### config.mk
export PLATFORM = sky130hd
export DESIGN_NAME = wishbone_sram_arbiter
export DESIGN_NICKNAME = d
export VERILOG_FILES = /design/src/rtl/wb_arb_pkg.sv /design/src/rtl/wb_arb_rr_pick.sv /design/src/rtl/wishbone_sram_arbiter.sv
export SDC_FILE = /design/constraint.sdc
export NUM_CORES = 1
export LEC_CHECK = 0
export BUFFER_PORTS_ARGS = -buffer_cell sky130_fd_sc_hd__buf_2
export CORE_AREA = 2 2 122 124
export DETAILED_ROUTE_END_ITERATION = 16
export DIE_AREA = 0 0 124 126
export PLACE_DENSITY_LB_ADDON = 0.1
export SLEW_MARGIN = 5
export SYNTH_ARGS = -nofsm -noshare
export SYNTH_HDL_FRONTEND = slang
export SYNTH_SLANG_ARGS = --single-unit
### constraint.sdc
create_clock -name i_CLK -period 2.6 [get_ports i_CLK]
set_input_delay 0.26 -clock i_CLK [delete_from_list [all_inputs] [get_ports i_CLK]]
set_output_delay 0.26 -clock i_CLK [all_outputs]
set_load 0.1 [all_outputs]
### src/rtl/wb_arb_pkg.sv
// Shared types and constants for the two-master Wishbone SRAM arbiter.
package wb_arb_pkg;

    typedef enum logic [1:0] {
        IDLE   = 2'd0,
        GNT_M0 = 2'd1,
        GNT_M1 = 2'd2
    } arb_state_t;

    localparam logic MASTER_M0 = 1'b0;
    localparam logic MASTER_M1 = 1'b1;

    localparam int unsigned SEL_WIDTH = 4;

endpackage

### src/rtl/wb_arb_rr_pick.sv
// Combinational 2-way round-robin picker: on a tie the master other than `last` wins.
module wb_arb_rr_pick
    import wb_arb_pkg::*;
(
    input  logic [1:0] req,
    input  logic       last,
    output logic [1:0] gnt
);

    always_comb begin
        gnt = 2'b00;
        unique case (req)
            2'b01:   gnt = 2'b01;
            2'b10:   gnt = 2'b10;
            2'b11:   gnt = (last == MASTER_M1) ? 2'b01 : 2'b10;
            default: gnt = 2'b00;
        endcase
    end

endmodule

### src/rtl/wishbone_sram_arbiter.sv
// Two-master Wishbone arbiter in front of a single-port SRAM slave; grant held for the whole CYC.
// Optional bus watchdog with per-master error pulses is enabled by defining WB_ARB_TIMEOUT_EN.
module wishbone_sram_arbiter
    import wb_arb_pkg::*;
#(
    parameter int unsigned DATA_WIDTH     = 32,
    parameter int unsigned ADDR_WIDTH     = 32,
    parameter int unsigned TIMEOUT_CYCLES = 64
) (
    input  logic                  i_CLK,
    input  logic                  i_RST,
    input  logic                  i_M0_CYC,
    input  logic                  i_M0_STB,
    input  logic                  i_M0_WE,
    input  logic [SEL_WIDTH-1:0]  i_M0_SEL,
    input  logic [ADDR_WIDTH-1:0] i_M0_ADDR,
    input  logic [DATA_WIDTH-1:0] i_M0_DATA,
    output logic [DATA_WIDTH-1:0] o_M0_DATA,
    output logic                  o_M0_ACK,
    input  logic                  i_M1_CYC,
    input  logic                  i_M1_STB,
    input  logic                  i_M1_WE,
    input  logic [SEL_WIDTH-1:0]  i_M1_SEL,
    input  logic [ADDR_WIDTH-1:0] i_M1_ADDR,
    input  logic [DATA_WIDTH-1:0] i_M1_DATA,
    output logic [DATA_WIDTH-1:0] o_M1_DATA,
    output logic                  o_M1_ACK,
    output logic                  o_S_CYC,
    output logic                  o_S_STB,
    output logic                  o_S_WE,
    output logic [SEL_WIDTH-1:0]  o_S_SEL,
    output logic [ADDR_WIDTH-1:0] o_S_ADDR,
    output logic [DATA_WIDTH-1:0] o_S_DATA,
    input  logic [DATA_WIDTH-1:0] i_S_DATA,
    input  logic                  i_S_ACK,
    output logic [1:0]            o_GNT
`ifdef WB_ARB_TIMEOUT_EN
    ,
    output logic                  o_M0_ERR,
    output logic                  o_M1_ERR
`endif
);

    arb_state_t state;
    logic       last;
    logic [1:0] pick;
    logic       timeout;
    logic       grant_drop;

    wb_arb_rr_pick u_pick (
        .req  ({i_M1_CYC, i_M0_CYC}),
        .last (last),
        .gnt  (pick)
    );

`ifdef WB_ARB_TIMEOUT_EN
    localparam int unsigned CNT_W = $clog2(TIMEOUT_CYCLES) + 1;

    logic [CNT_W-1:0] wd_cnt;

    assign timeout  = (state != IDLE) && (wd_cnt == CNT_W'(TIMEOUT_CYCLES - 1));
    assign o_M0_ERR = timeout && (state == GNT_M0);
    assign o_M1_ERR = timeout && (state == GNT_M1);

    // Watchdog counts stalled strobe cycles; any forwarded ack or ownership change restarts it.
    always_ff @(posedge i_CLK) begin
        if (!i_RST) begin
            wd_cnt <= '0;
        end else if ((state == IDLE) || grant_drop || o_M0_ACK || o_M1_ACK) begin
            wd_cnt <= '0;
        end else if (o_S_STB && !i_S_ACK) begin
            wd_cnt <= wd_cnt + CNT_W'(1);
        end
    end
`else
    logic unused_timeout_cfg;

    assign timeout            = 1'b0;
    assign unused_timeout_cfg = ^32'(TIMEOUT_CYCLES);
`endif

    assign grant_drop = ((state == GNT_M0) && (!i_M0_CYC || timeout)) ||
                        ((state == GNT_M1) && (!i_M1_CYC || timeout));

    // Ownership hands straight over to a waiting master; otherwise fall back to IDLE.
    always_ff @(posedge i_CLK) begin
        if (!i_RST) begin
            state <= IDLE;
            last  <= MASTER_M1;
        end else begin
            unique case (state)
                IDLE: begin
                    if (pick[0]) begin
                        state <= GNT_M0;
                    end else if (pick[1]) begin
                        state <= GNT_M1;
                    end
                end
                GNT_M0: begin
                    if (grant_drop) begin
                        last  <= MASTER_M0;
                        state <= i_M1_CYC ? GNT_M1 : IDLE;
                    end
                end
                GNT_M1: begin
                    if (grant_drop) begin
                        last  <= MASTER_M1;
                        state <= i_M0_CYC ? GNT_M0 : IDLE;
                    end
                end
                default: state <= IDLE;
            endcase
        end
    end

    // Bus steering from the registered owner; acks are dropped while reset is applied.
    always_comb begin
        o_S_CYC   = 1'b0;
        o_S_STB   = 1'b0;
        o_S_WE    = 1'b0;
        o_S_SEL   = '0;
        o_S_ADDR  = '0;
        o_S_DATA  = '0;
        o_M0_ACK  = 1'b0;
        o_M0_DATA = '0;
        o_M1_ACK  = 1'b0;
        o_M1_DATA = '0;
        unique case (state)
            GNT_M0: begin
                o_S_CYC   = i_M0_CYC;
                o_S_STB   = i_M0_STB && !timeout;
                o_S_WE    = i_M0_WE;
                o_S_SEL   = i_M0_SEL;
                o_S_ADDR  = i_M0_ADDR;
                o_S_DATA  = i_M0_DATA;
                o_M0_ACK  = i_S_ACK && i_RST && !timeout;
                o_M0_DATA = i_S_DATA;
            end
            GNT_M1: begin
                o_S_CYC   = i_M1_CYC;
                o_S_STB   = i_M1_STB && !timeout;
                o_S_WE    = i_M1_WE;
                o_S_SEL   = i_M1_SEL;
                o_S_ADDR  = i_M1_ADDR;
                o_S_DATA  = i_M1_DATA;
                o_M1_ACK  = i_S_ACK && i_RST && !timeout;
                o_M1_DATA = i_S_DATA;
            end
            default: begin
            end
        endcase
    end

    assign o_GNT = {state == GNT_M1, state == GNT_M0};

endmodule

# After elaboration in Yosys (flattened, before gate mapping)
# Cells that the tools add are included.
word_totals:
  in_bits: 177
  output_inout_bits: 139
  word_cells: 42
  regBits: 3
classes:
  mux: 22
  eq_ne: 8
  reduce_logical: 10
op_table:
  columns: ["cell", "count"]
  rows:
  - ["32-bit one-hot mux with 2 select lines", 2]
  - ["32-bit two-way mux", 2]
  - ["2-bit two-way mux", 6]
  - ["2-bit one-hot mux with 3 select lines", 2]
  - ["1-bit one-hot mux with 2 select lines", 4]
  - ["4-bit one-hot mux with 2 select lines", 1]
  - ["2-bit equality test (second input constant)", 3]
  - ["3-bit AND reduction", 2]
  - ["1-bit two-way mux", 5]
  - ["2-bit by 1-bit equality test with 1-bit output (second input constant)", 2]
  - ["2-bit by 1-bit inequality test with 1-bit output (second input constant)", 2]
  - ["1-bit logical AND", 3]
  - ["3-bit inequality test (second input constant)", 1]
  - ["1-bit logical NOT", 2]
  - ["2-bit logical NOT", 1]
  - ["2-bit nonzero test", 1]
  - ["1-bit logical OR", 1]

# Logic depth before layout (Yosys ltp)
depth:
  ltp_word: 5
  ltp_mapped: 7
  ltp_nobuf: 6

# By module
# A second synthesis with hierarchy kept.
unflattened:
  hier_cells: 268
  hier_area_um2: 1791.7
modules_own_cells:
  columns: ["module", "cells_per_inst", "n_inst", "area_per_inst_um2", "seq_area_each_um2"]
  rows:
  - ["wishbone_sram_arbiter", 265, 1, 1773.0, 60.1]
  - ["wb_arb_rr_pick", 3, 1, 18.8, 0.0]

# Worst setup path after synthesis
# Ideal clock, no wire load.
synth_timing:
  path_kind: "register to output"
  startpoint: "register state[0]"
  endpoint: "output port o_S_CYC"
  n_path_buf: 3
  t_required_ns: 2.340
  arrival_time_ns: 3.217
  path_slack_ns: -0.877
  path_stages_with_launch: 8
  cell_sequence: "dfxtp_1 > inv_1 > ha_1 > buf_6 > buf_8 > buf_2 > nand2_1 > a21boi_1"
synth_between:
  elab_chain_cells: 2
  word_cells_on_any_way: 3
  classes_between: "2 x eq/ne; 1 x mux"
synth_lines:
  columns: ["item", "line", "rtl"]
  rows:
  - ["start: declaration", "wishbone_sram_arbiter.sv:44", "arb_state_t state;"]
  - ["start signal: assignment", "wishbone_sram_arbiter.sv:102", "state <= i_M1_CYC ? GNT_M1 : IDLE;"]
  - ["start signal: assignment", "wishbone_sram_arbiter.sv:108", "state <= i_M0_CYC ? GNT_M0 : IDLE;"]
  - ["2-bit equality test", null, null]
  - ["named net o_GNT[1]", "wishbone_sram_arbiter.sv:36", "output logic [1:0] o_GNT"]
  - ["1-bit one-hot mux with 2 select lines", "wishbone_sram_arbiter.sv:128", "unique case (state)"]
  - ["end: declaration", "wishbone_sram_arbiter.sv:28", "output logic o_S_CYC,"]
# The timed path passes the listed nets, and every way through them passes these cells.

# Worst setup path after layout
layout_timing:
  startpoint: "register state[1]"
  endpoint: "output port o_S_ADDR[19]"
layout_between:
  elab_chain_cells: 2
  word_cells_on_any_way: 3
  classes_between: "2 x eq/ne; 1 x mux"
layout_lines:
  columns: ["item", "line", "rtl"]
  rows:
  - ["2-bit equality test or 2-bit by 1-bit equality test with 1-bit output (tied branches)", "wishbone_sram_arbiter.sv:128", null]
  - ["32-bit one-hot mux with 2 select lines *", "wishbone_sram_arbiter.sv:128", null]
  - ["end: declaration", "wishbone_sram_arbiter.sv:32", "output logic [ADDR_WIDTH-1:0] o_S_ADDR,"]
# Every way passes the cells marked *; elsewhere a longest branch is shown, timed or not.

==> run_results.csv <==
group,metric,value,unit
routing,vias,3105,
finish,multi_input_area,2148,um^2
sta,rsz0062_at_grt,"no",
worst_setup_path,arrival,2.00,ns
sta,finalMaxSlewViolations,0,
routing,firstDrtPassIters,4,
logic_synthesis,synth_nets,449,
routing,viasPerCell,4.162,
clocking,cts_resized,0,
routing,drtAntennaViolNets,0,
power_and_ir_drop,pwr-share-seq,1.5,%
power_and_ir_drop,power_frac_clock,5.5,%
worst_setup_path,cp-end-kind,"primary output",
finish,nNetsFinal,744,
grt,antenna_found_initial,0,
sta,fin_skew,0.00001367,ns
logic_synthesis,syn_avg_cell_area,6.788,um^2
clocking,cts_hold_buf,0,
logic_synthesis,ys_seq_elements,3,
placed_design,port_buffers,315,
clocking,clock-root-buffer,"clkbuf_16",
power_and_ir_drop,combPwrFrac,93.0,%
logic_synthesis,seq_area_frac_synth,3.301,%
sta,hold_viol,0,
sta,fmax,0.4423,GHz
finish,register_area,60.06,um^2
clocking,clk_path_buf_depth,2,
die,start_util,12.71,%
grt,grt_pass1_wl,15190,um
min_path,hp-class,"input pin to register",
power_and_ir_drop,vdd_drop_max,492.9,uV
power_and_ir_drop,p_int,1.654,mW
placed_design,hpwl,8516,um
worst_setup_path,required,2.34,ns
placed_design,gp_congestion,0.7186,
clocking,clkTransAtPathRegs,0.03,ns
routing,drc_errors,0,
die,core_area,14310,um^2
sta,setup_viol,0,
die,io_pins,316,
placed_design,postPlaceCellArea,5171,um^2
logic_synthesis,synthCells,268,
logic_synthesis,yosysWarnings,0,
clocking,cts_setup_buffers,0,
flow_run,max_cap_violations,0,
finish,fin_area,5250,um^2
routing,wl_per_cell,13.86,um
worst_setup_path,worstPathMaxFanout,58,
clocking,cts_tree,"built",
logic_synthesis,synth_top_area_cell,"a22oi_1",
routing,finalWirelength,10340,um
clocking,cts_made_buffers,3,
power_and_ir_drop,p_leak,2.382,nW
worst_setup_path,crit_type,"register to primary output",
sta,tightest_slew,0.5544,ns
finish,n_antenna_cell,0,
grt,grt_pass1_vias,3081,
min_path,worstHoldStart,"i_RST",
clocking,htreeDepth,1,
grt,grt_overflow,0,
die,num_rows,44,
sta,fin_ws,0.3389,ns
finish,drive_above_1_share,72.06,%
die,die_w,124,um
placed_design,dpl_worst_slack,0.5016,ns
grt,grt.total_usage,12.30,%
power_and_ir_drop,p_switching,2.839,mW
die,fp.dieH,126,um
power_and_ir_drop,netSwitchingFraction,63.18,%
routing,drt_iter0_markers,68,
sta,finalSetupTns,0,ns
sta,maxSlewHeadroom,63.04,%
logic_synthesis,synthTopCellsByArea,"a22oi_1, nor2b_1, and2_1",
logic_synthesis,netlist_area,1819,um^2
clocking,clk_latency,0.22,ns
sta,finalCritPeriodShare,86.96,%
die,dieArea,15620,um^2
worst_setup_path,crit_path_start,"state[1]",
power_and_ir_drop,power_density,855.8,nW/um^2
logic_synthesis,synth_top_area_share,28.89,%
run_status,run_status,"completed",
sta,fin_crit,2.261,ns
clocking,cts_sinks,3,
worst_setup_path,worstReg2RegStart,"state[1]",
worst_setup_path,cp-start-kind,"register",
grt,grt_max_degree,59,
logic_synthesis,yosys.cell_types.count,26,
finish,n_fill_cell,1453,
finish,syn_to_final_growth,188.6,%
## critical path, cell delays in order, from the launching register on
cell	delay, ns
dfxtp_1	0.34
inv_1	0.13
ha_4	0.50
buf_4	0.32
a22oi_1	0.15
nor2b_4	0.14
buf_12	0.18
## cell type report
cell class / instances / area share, %
inverters: 2 / 0.1430
repair buffers: 321 / 51.91
clock buffers: 4 / 1.501
multi-input cells: 232 / 40.92
well taps: 184 / 4.385
flip-flops and latches: 3 / 1.144
## cells in the mapped netlist, drive strengths merged
master and instances:
nor2b 71, a22oi 70, and2 65, buf 18, clkbuf 13, nand2 6, ha 4, dfxtp 3
nand2b 3, a21oi 2, and3 2, inv 2, a21boi 1, a31oi 1, mux2 1, mux2i 1
nand3 1, nand4bb 1, o21ai 1, o22ai 1, or2b 1
## kinds of logic after synthesis
logic type / count (synthesis) / share of synthesized area (%)
compound gates: 76 / 31.50
mux: 2 / 1.375
buf+inv: 33 / 9.629
fa+ha+maj: 4 / 2.751
simple gates: 150 / 51.44
flops: 3 / 3.301
## power groups by stage
| stage | registers [mW] | clock network [mW] | logic [mW] |
|---|---|---|---|
| after floorplan | 0.0626 | 0 | 3.17 |
| after global placement | 0.0667 | 0 | 4.21 |
| after detailed placement | 0.0682 | 0 | 4.23 |
| after CTS | 0.0676 | 0.251 | 4.24 |
| after global routing | 0.0689 | 0.254 | 4.35 |
| final | 0.0674 | 0.247 | 4.18 |
## registers in the layout (all words and copies together) (netlist names)
| name | flops |
|---|---|
| state | 2 |
| last | 1 |
## layer usage
layer  wire [um]  up-vias  global-route usage (%)
met3         978        8                   2.219
met1        3215     1409                   11.23
li1            -     1523                       -
met4         138        0                   3.173
met5           0        -                       0
met2        6011      165                   26.44
## metrics by stage
step                hold WS [ns]  std cells  util, %  power, mW
finish                    0.2894        746    36.68      4.493
global route              0.3107        746    36.68      4.676
CTS                       0.2856        746    36.68      4.556
detailed placement        0.4900        742    36.13      4.297
global placement          0.4768        742    36.13      4.273
floorplan                 0.3318        268        -      3.228
## layout by cell type (no fill, tap or decap), types with 2 or more instances in the layout
cell type / netlist / routed
a21oi_1: 2 / 2
a22oi_1: 70 / 70
and2_1: 64 / 64
and3_1: 2 / 2
buf_12: 0 / 74
buf_2: 14 / 244
buf_4: 0 / 3
clkbuf_16: 0 / 3
dfxtp_1: 3 / 3
ha_4: 0 / 2
inv_1: 2 / 2
nand2_1: 5 / 5
nand2b_1: 2 / 2
nor2b_4: 0 / 70
## path summary, 6_finish.rpt
path                  endpoint  slack [ns]  cells past startpoint
setup / recovery  o_S_ADDR[19]        0.34                      6
hold reg to reg           last        0.49                      2
setup reg to reg      state[1]        0.69                      5
hold / removal            last        0.29                      2
Power figures use the tool's default switching activity.
